--- src/rtl/muldiv_sequencer.sv ---
// Iterative RV32M multiply/divide unit: XLEN-step shift-add multiply or restoring divide, then sign fixup.
// Optional MULDIV_EARLY_OUT_EN: zero/div-by-zero/overflow operands skip the iteration phase.
module muldiv_sequencer #(
    parameter int XLEN  = 32,
    parameter int CNT_W = $clog2(XLEN)
) (
    input  logic            clk,
    input  logic            rst,
    input  logic            flush,
    input  logic            in_valid,
    output logic            in_stall,
    input  logic [2:0]      in_op,
    input  logic [XLEN-1:0] in_s1,
    input  logic [XLEN-1:0] in_s2,
    input  logic [4:0]      in_rd,
    output logic            out_valid,
    input  logic            out_stall,
    output logic [4:0]      out_rd,
    output logic [XLEN-1:0] out_val,
    output logic            busy
);

    typedef enum logic [1:0] {IDLE, CALC, FIXUP, DONE} state_t;

    localparam logic [XLEN-1:0] SMIN = {1'b1, {(XLEN-1){1'b0}}};

    state_t              state, state_nxt;
    logic [CNT_W-1:0]    cnt;
    logic [2:0]          op_q;
    logic [4:0]          rd_q;
    logic [XLEN-1:0]     raw_s1, raw_s2;
    logic [XLEN-1:0]     dvs;
    logic [2*XLEN-1:0]   acc;
    logic                s1_neg, s2_neg;

    logic                accept, early;
    logic                s1_sgn, s2_sgn, in_s1_neg, in_s2_neg;
    logic [XLEN-1:0]     mag1, mag2;
    logic [XLEN:0]       mul_sum, div_sh, div_diff;
    logic [2*XLEN-1:0]   acc_mul, acc_div, prod;
    logic [XLEN-1:0]     quo, rem, res;

    assign in_stall = (state != IDLE);
    assign busy     = (state != IDLE);
    assign accept   = in_valid && (state == IDLE) && !flush;

    assign s1_sgn    = (in_op == 3'd1) || (in_op == 3'd2) || (in_op == 3'd4) || (in_op == 3'd6);
    assign s2_sgn    = (in_op == 3'd1) || (in_op == 3'd4) || (in_op == 3'd6);
    assign in_s1_neg = s1_sgn && in_s1[XLEN-1];
    assign in_s2_neg = s2_sgn && in_s2[XLEN-1];
    assign mag1      = in_s1_neg ? -in_s1 : in_s1;
    assign mag2      = in_s2_neg ? -in_s2 : in_s2;

`ifdef MULDIV_EARLY_OUT_EN
    // Operands whose result is fully determined by the FIXUP overrides need no iterations.
    assign early = (in_s1 == '0) || (in_op[2] ? (in_s2 == '0) : (in_s2 == '0))
                 || (in_op[2] && !in_op[0] && in_s1 == SMIN && in_s2 == '1);
`else
    assign early = 1'b0;
`endif

    // Upper half is the running product / partial remainder, lower half the multiplier / dividend.
    assign mul_sum  = {1'b0, acc[2*XLEN-1:XLEN]} + (acc[0] ? {1'b0, dvs} : '0);
    assign acc_mul  = {mul_sum, acc[XLEN-1:1]};
    assign div_sh   = acc[2*XLEN-1:XLEN-1];
    assign div_diff = div_sh - {1'b0, dvs};
    assign acc_div  = div_diff[XLEN] ? {div_sh[XLEN-1:0], acc[XLEN-2:0], 1'b0}
                                     : {div_diff[XLEN-1:0], acc[XLEN-2:0], 1'b1};

    always_comb begin
        prod = (s1_neg ^ s2_neg) ? -acc : acc;
        quo  = (s1_neg ^ s2_neg) ? -acc[XLEN-1:0] : acc[XLEN-1:0];
        rem  = s1_neg ? -acc[2*XLEN-1:XLEN] : acc[2*XLEN-1:XLEN];
        case (op_q)
            3'd0:                res = prod[XLEN-1:0];
            3'd1, 3'd2, 3'd3:    res = prod[2*XLEN-1:XLEN];
            3'd4, 3'd5:          res = quo;
            default:             res = rem;
        endcase
        if (op_q[2] && raw_s2 == '0)
            res = op_q[1] ? raw_s1 : '1;
        else if (op_q[2] && !op_q[0] && raw_s1 == SMIN && raw_s2 == '1)
            res = op_q[1] ? '0 : SMIN;
        else if (raw_s1 == '0 || (!op_q[2] && raw_s2 == '0))
            res = '0;
    end

    always_comb begin
        state_nxt = state;
        case (state)
            IDLE:    if (accept) state_nxt = early ? FIXUP : CALC;
            CALC:    if (cnt == CNT_W'(XLEN-1)) state_nxt = FIXUP;
            FIXUP:   state_nxt = DONE;
            DONE:    if (!out_stall) state_nxt = IDLE;
            default: state_nxt = IDLE;
        endcase
        if (flush) state_nxt = IDLE;
    end

    always_ff @(posedge clk) begin
        if (!rst) state <= IDLE;
        else      state <= state_nxt;
    end

    always_ff @(posedge clk) begin
        if (!rst) begin
            cnt       <= '0;
            out_valid <= 1'b0;
            out_rd    <= '0;
            out_val   <= '0;
        end else if (flush) begin
            cnt       <= '0;
            out_valid <= 1'b0;
        end else begin
            case (state)
                IDLE: if (in_valid) begin
                    op_q   <= in_op;
                    rd_q   <= in_rd;
                    raw_s1 <= in_s1;
                    raw_s2 <= in_s2;
                    s1_neg <= in_s1_neg;
                    s2_neg <= in_s2_neg;
                    dvs    <= mag2;
                    acc    <= {{XLEN{1'b0}}, mag1};
                    cnt    <= '0;
                end
                CALC: begin
                    acc <= op_q[2] ? acc_div : acc_mul;
                    cnt <= cnt + 1'b1;
                end
                FIXUP: begin
                    out_val   <= res;
                    out_rd    <= rd_q;
                    out_valid <= 1'b1;
                end
                DONE: if (!out_stall) out_valid <= 1'b0;
                default: ;
            endcase
        end
    end

endmodule

--- config.mk ---
export PLATFORM = sky130hd
export DESIGN_NAME = muldiv_sequencer
export DESIGN_NICKNAME = d
export VERILOG_FILES = /design/src/rtl/muldiv_sequencer.sv
export SDC_FILE = /design/constraint.sdc
export NUM_CORES = 1
export LEC_CHECK = 0
export ABC_AREA = 1
export BUFFER_PORTS_ARGS = -buffer_cell sky130_fd_sc_hd__buf_2
export CAP_MARGIN = 25
export CORE_MARGIN = 5
export CORE_UTILIZATION = 57
export DETAILED_ROUTE_END_ITERATION = 10
export PLACE_DENSITY = 0.76
export SLEW_MARGIN = 20
export SYNTH_ARGS = -nofsm -noshare
export SYNTH_HDL_FRONTEND = slang
export SYNTH_SLANG_ARGS = --single-unit
export TNS_END_PERCENT = 50
--- constraint.sdc ---
create_clock -name clk -period 14.2 [get_ports clk]
set_clock_uncertainty 0.2 [all_clocks]
set_input_delay 1.42 -clock clk [delete_from_list [all_inputs] [get_ports clk]]
set_output_delay 1.42 -clock clk [all_outputs]
set_load 0.02 [all_outputs]
Yosys cells after proc, flatten, opt, wreduce, memory -nomap -nowiden
Index checks and enable logic that the tools add are counted.
W data, S select, Z words.
Word-level totals
  output and inout bits: 40
  flip-flop bits (word level): 215
  logic and storage cells: 101
  input port bits: 77
Cells by class
  mux-type cells: 24
  add/sub/neg operators: 8
  bitwise gates (word level): 3
  reductions and logical operators: 34
  equality and inequality tests: 19
Operators with widths (count)
  $mux W32: 10
  $mux W64: 4
  $neg A32 Y32: 4
  $pmux W64 S2: 1
  $pmux W32 S3: 1
  $eq A32 B32 Y1 const B: 2
  $logic_not A32 Y1: 2
  $neg A64 Y64: 1
  $add A32 B32 Y33: 1
  $sub A33 B32 Y33: 1
  $eq A3 B3 Y1 const B: 4
  $pmux W5 S2: 1
  $eq A3 B2 Y1 const B: 3
  $logic_and A1 B1 Y1: 9
  $ne A2 B2 Y1 const B: 4
  $pmux W2 S4: 1
  $reduce_and A4 Y1: 2
  $eq A3 B1 Y1 const B: 2
  $logic_or A1 B1 Y1: 6
  $mux W2: 3
  $reduce_and A2 Y1: 3
  $reduce_bool A2 Y1: 3
  $add A5 B1 Y5 const B: 1
  $eq A5 B5 Y1 const B: 1
  other kinds (13): 18

Depth between registers and ports, before layout
  depth after elaboration: 8
  mapped depth: 17
  depth with buffers taken out: 16

Worst setup path after synthesis
No wires, ideal clock.
  path kind: input port to flip-flop
  start: input rst
  end: register dvs[10] (enable)
  library setup time: 0.570 ns
  path buffers: 0
  data required time: 13.430 ns
  setup slack: 7.261 ns
  data arrival time: 6.169 ns
  stages on the path: 4
  cell sequence: inv_1 -> nor2_1 -> inv_1 -> nor2_1
On the way
  word-level cells in the longest chain between the ends: 1
RTL lines
  start, declared: line 8  | input logic rst,
  $reduce_and A4 Y1 (no line)
  end signal, assigned: line 123  | dvs <= mag2;
  end, declared: line 32  | logic [XLEN-1:0] dvs;
Every way passes these cells.
A chain may end at the register's enable or synchronous reset.

Worst setup path after layout
  start: input in_op[2]
  end: register acc[11], data pin
On the way
  word-level cells in the longest chain between the ends: 8
  elaborated cells between the ends (all ways): 11
  classes of those cells: eq/ne (4); mux (3); reduce/logical (4)
RTL lines
  start, declared: line 12  | input logic [2:0] in_op,
  $eq A3 B1 Y1 / $eq A3 B2 Y1 (equally long branches): line 47  | assign s1_sgn = (in_op == 3'd1) || (in_op == 3'd2) || (in_op == 3'd4) || (in_op == 3'd6);
  $logic_or A1 B1 Y1 (2 in a row): line 47
  $logic_or A1 B1 Y1 *: line 47
  $logic_and A1 B1 Y1 *: line 49  | assign in_s1_neg = s1_sgn && in_s1[XLEN-1];
  $mux W32 *: line 51  | assign mag1 = in_s1_neg ? -in_s1 : in_s1;
  $mux W64 *: line 116  | IDLE: if (in_valid) begin
  $pmux W64 S2 *: line 115  | case (state)
  end signal, assigned: line 124  | acc <= {{XLEN{1'b0}}, mag1};
  end signal, assigned: line 128  | acc <= op_q[2] ? acc_div : acc_mul;
  end, declared: line 33  | logic [2*XLEN-1:0] acc;
Mark *: on every way between the ends. The rest lies on a longest branch, timed or not. The select of a mux whose other input is x is not followed.

==> results.cfg <==
[global_routing]
grt_pass1_vias = 18800
grt.total_usage_pct = 37.9
grt_max_degree = 73
gr-total-overflow = 0
antenna_found_initial = 1
grt_first_pass_wirelength_um = 107000

[logic_synthesis]
postSynthCellCount = 2821
yosys-top-cells-count = 685 x nand2_1, 374 x nor2_1, 350 x inv_1
synth.most_common_cell = nand2_1
synth-seq-cells = 214
yosysWarningCount = 0
netlist.top_cell.by_area = edfxtp_1
netlist_area_um2 = 18700
synthArstFlopShare_pct = 0
synth_area_leaders = edfxtp_1 27%, nand2_1 14%, nor2_1 7.5%
syn-num-nets = 2974
synth_edf_count = 169
avgSynthCellArea_um2 = 6.61
yosys.area.top_type_share_pct = 27.2
ys.flop_type = edfxtp_1
synth.distinct_cells = 59
synth_seq_area_share_pct = 32.0

[timing]
period_share_pct = 27.7
clock.fmax_mhz = 254
tightest_slew_ns = 0.983
hold_violations = 0
slew-limit-headroom_pct = 34.3
timing.final.max_slew_violations = 0
fin_tns_setup_ns = 0
fin_crit_ns = 3.94
grt_setup_unrepaired = no
setup_viol = 0

[clocking]
clk_path_buf_depth = 3
cts_sinks = 214
clk_pin_slew_ns = 0.06
cts_setup_buffers = 0
cts_buffers = 25
cts_resized = 0
cts_tree = yes
clockRootBuffer = clkbuf_16
cts_max_level = 1
hold_buffers = 0
clock_latency_ns = 0.56

[power]
p_int_mw = 1.17
pwr-share-comb_pct = 19.9
swShare_pct = 31.8
switchingPower_uw = 548
pwr-share-seq_pct = 42.7
peakVddDrop_uv = 117
powerDensity_nw_per_um2 = 85.1
p_leak_nw = 9.22
clkPwrFrac_pct = 37.4

[detailed_routing]
finalWirelength_um = 71300
via_per_inst = 6.10
drt_first_pass_iters = 7
drc = 0
ant_nets = 0
drtIter0Drc = 2769
wire_per_inst_um = 21.3
vias = 20500

[setup_path]
endpoint_kind = flip-flop
r2r_setup_slack_ns = 10.42
reg2reg_depth = 13
cp.required_ns = 14.37
timing.rr.end = out_val[24]
crit_type = input pin to flip-flop
arrival_ns = 4.11
crit_fanout = 27
startpoint_type = input pin
rr_startpoint = s1_neg
critPathLaunch = in_op[2]

[finish]
post_route_cells_drive_above_1_share_pct = 8.69
area_growth_pct = 8.59
finalNonFillerCells = 3355
diodes = 0
nets = 3047

[min_path]
holdPathStages = 2
min_to = out_rd[1]
hold_path_startpoint = out_rd[1]
hold_path_class = flip-flop to flip-flop

[floorplan]
dieArea_um2 = 36400
io_pins = 117
die_y_um = 191
fp.coreArea_um2 = 32500
start_util_pct = 57.5
rows = 66
die_w_um = 191

[placed_design]
place_inst = 3308
dp_hpwl_um = 55700
place.gp.congestion = 1.11
port-buffer-count = 116

[outcome]
outcome = finished, final reports clean

[job]
max_cap_violations = 0
## cell usage in the layout, fill, tap and decap left out, types with 26 or more instances in the layout
master / instances
a21oi_1: 230
buf_2: 116
dfxtp_1: 45
edfxtp_1: 169
ha_1: 74
inv_1: 349
nand2_1: 685
nand3_1: 206
nand4_1: 38
nor2_1: 371
nor3_1: 52
o21ai_0: 248
xnor2_1: 26
xor2_1: 44
## per-stage QoR
step | total power [mW] | worst slack (ns) | util [%] | hold slack, ns | area [um2]
finish | 1.72 | 10.26 | 62.4 | 0.271 | 20300
global route | 1.79 | 10.04 | 62.4 | 0.307 | 20300
CTS | 1.71 | 9.97 | 62.4 | 0.279 | 20200
detailed placement | 1.08 | 9.71 | 59.9 | 0.266 | 19400
global placement | 1.07 | 9.84 | 59.9 | 0.261 | 19400
floorplan | 0.968 | 7.26 | - | 0.260 | 18700
## power by group through the flow
stage / sequential [mW] / clock [mW] / combinational, mW
6_report: 0.735 / 0.645 / 0.343
3_3_place_gp: 0.746 / 0 / 0.322
4_1_cts: 0.733 / 0.645 / 0.333
2_1_floorplan: 0.740 / 0 / 0.229
3_5_place_dp: 0.746 / 0 / 0.330
5_1_grt: 0.735 / 0.675 / 0.376
## critical path, cell delays in order
cell and delay [ns]:
buf_2 0.12, xor2_1 0.17, a21oi_1 0.14, inv_1 0.06
nand2_1 0.57, clkinv_1 0.89, and3_1 0.51, o31ai_1 0.23
## area by class of cell
class | instances | area (um2)
fill | 3058 | 12200
multi-input combinational | 2161 | 10900
sequential | 214 | 5980
inverter | 360 | 1350
timing repair buffer | 132 | 708
clock buffer | 28 | 637
tap | 442 | 553
clock inverter | 18 | 168
## state kept, by name, indices dropped and copies added, names as in the netlist, 3 cells and up
register and cells:
raw_s1 32, dvs 31, acc 64, op_q 3, rd_q 5, out_rd 5
raw_s2 32, cnt 5, out_val 32
## cells by family after synthesis
family | Yosys count | synth area share, %
AOI/OAI and AO/OA | 570 | 16.4
xor gates and xnor gates | 70 | 3.29
adders and majority gates | 76 | 5.18
buffers and inverters | 446 | 9.85
and+or+nand+nor | 1445 | 33.3
DFF | 214 | 32.0
## how the worst max path moves through the flow
stage                       end  slack [ns]  depth (start not counted)
floorplan               dvs[10]        7.26                          4
global route            acc[16]       10.04                          9
CTS                 out_val[21]        9.97                          8
finish                  acc[11]       10.26                          8
global placement        acc[16]        9.84                          9
detailed placement      dvs[10]        9.71                          7
## metal layers
layer  vias up  GRT usage (%)  share of wire [%]
li1       9508              -                  -
met1      9426           53.5                 41
met2      1344           54.9                 41
met3       195           12.0                 14
met4         2           13.1                4.2
met5         -              0              0.020
Power figures use the tool's default switching activity.
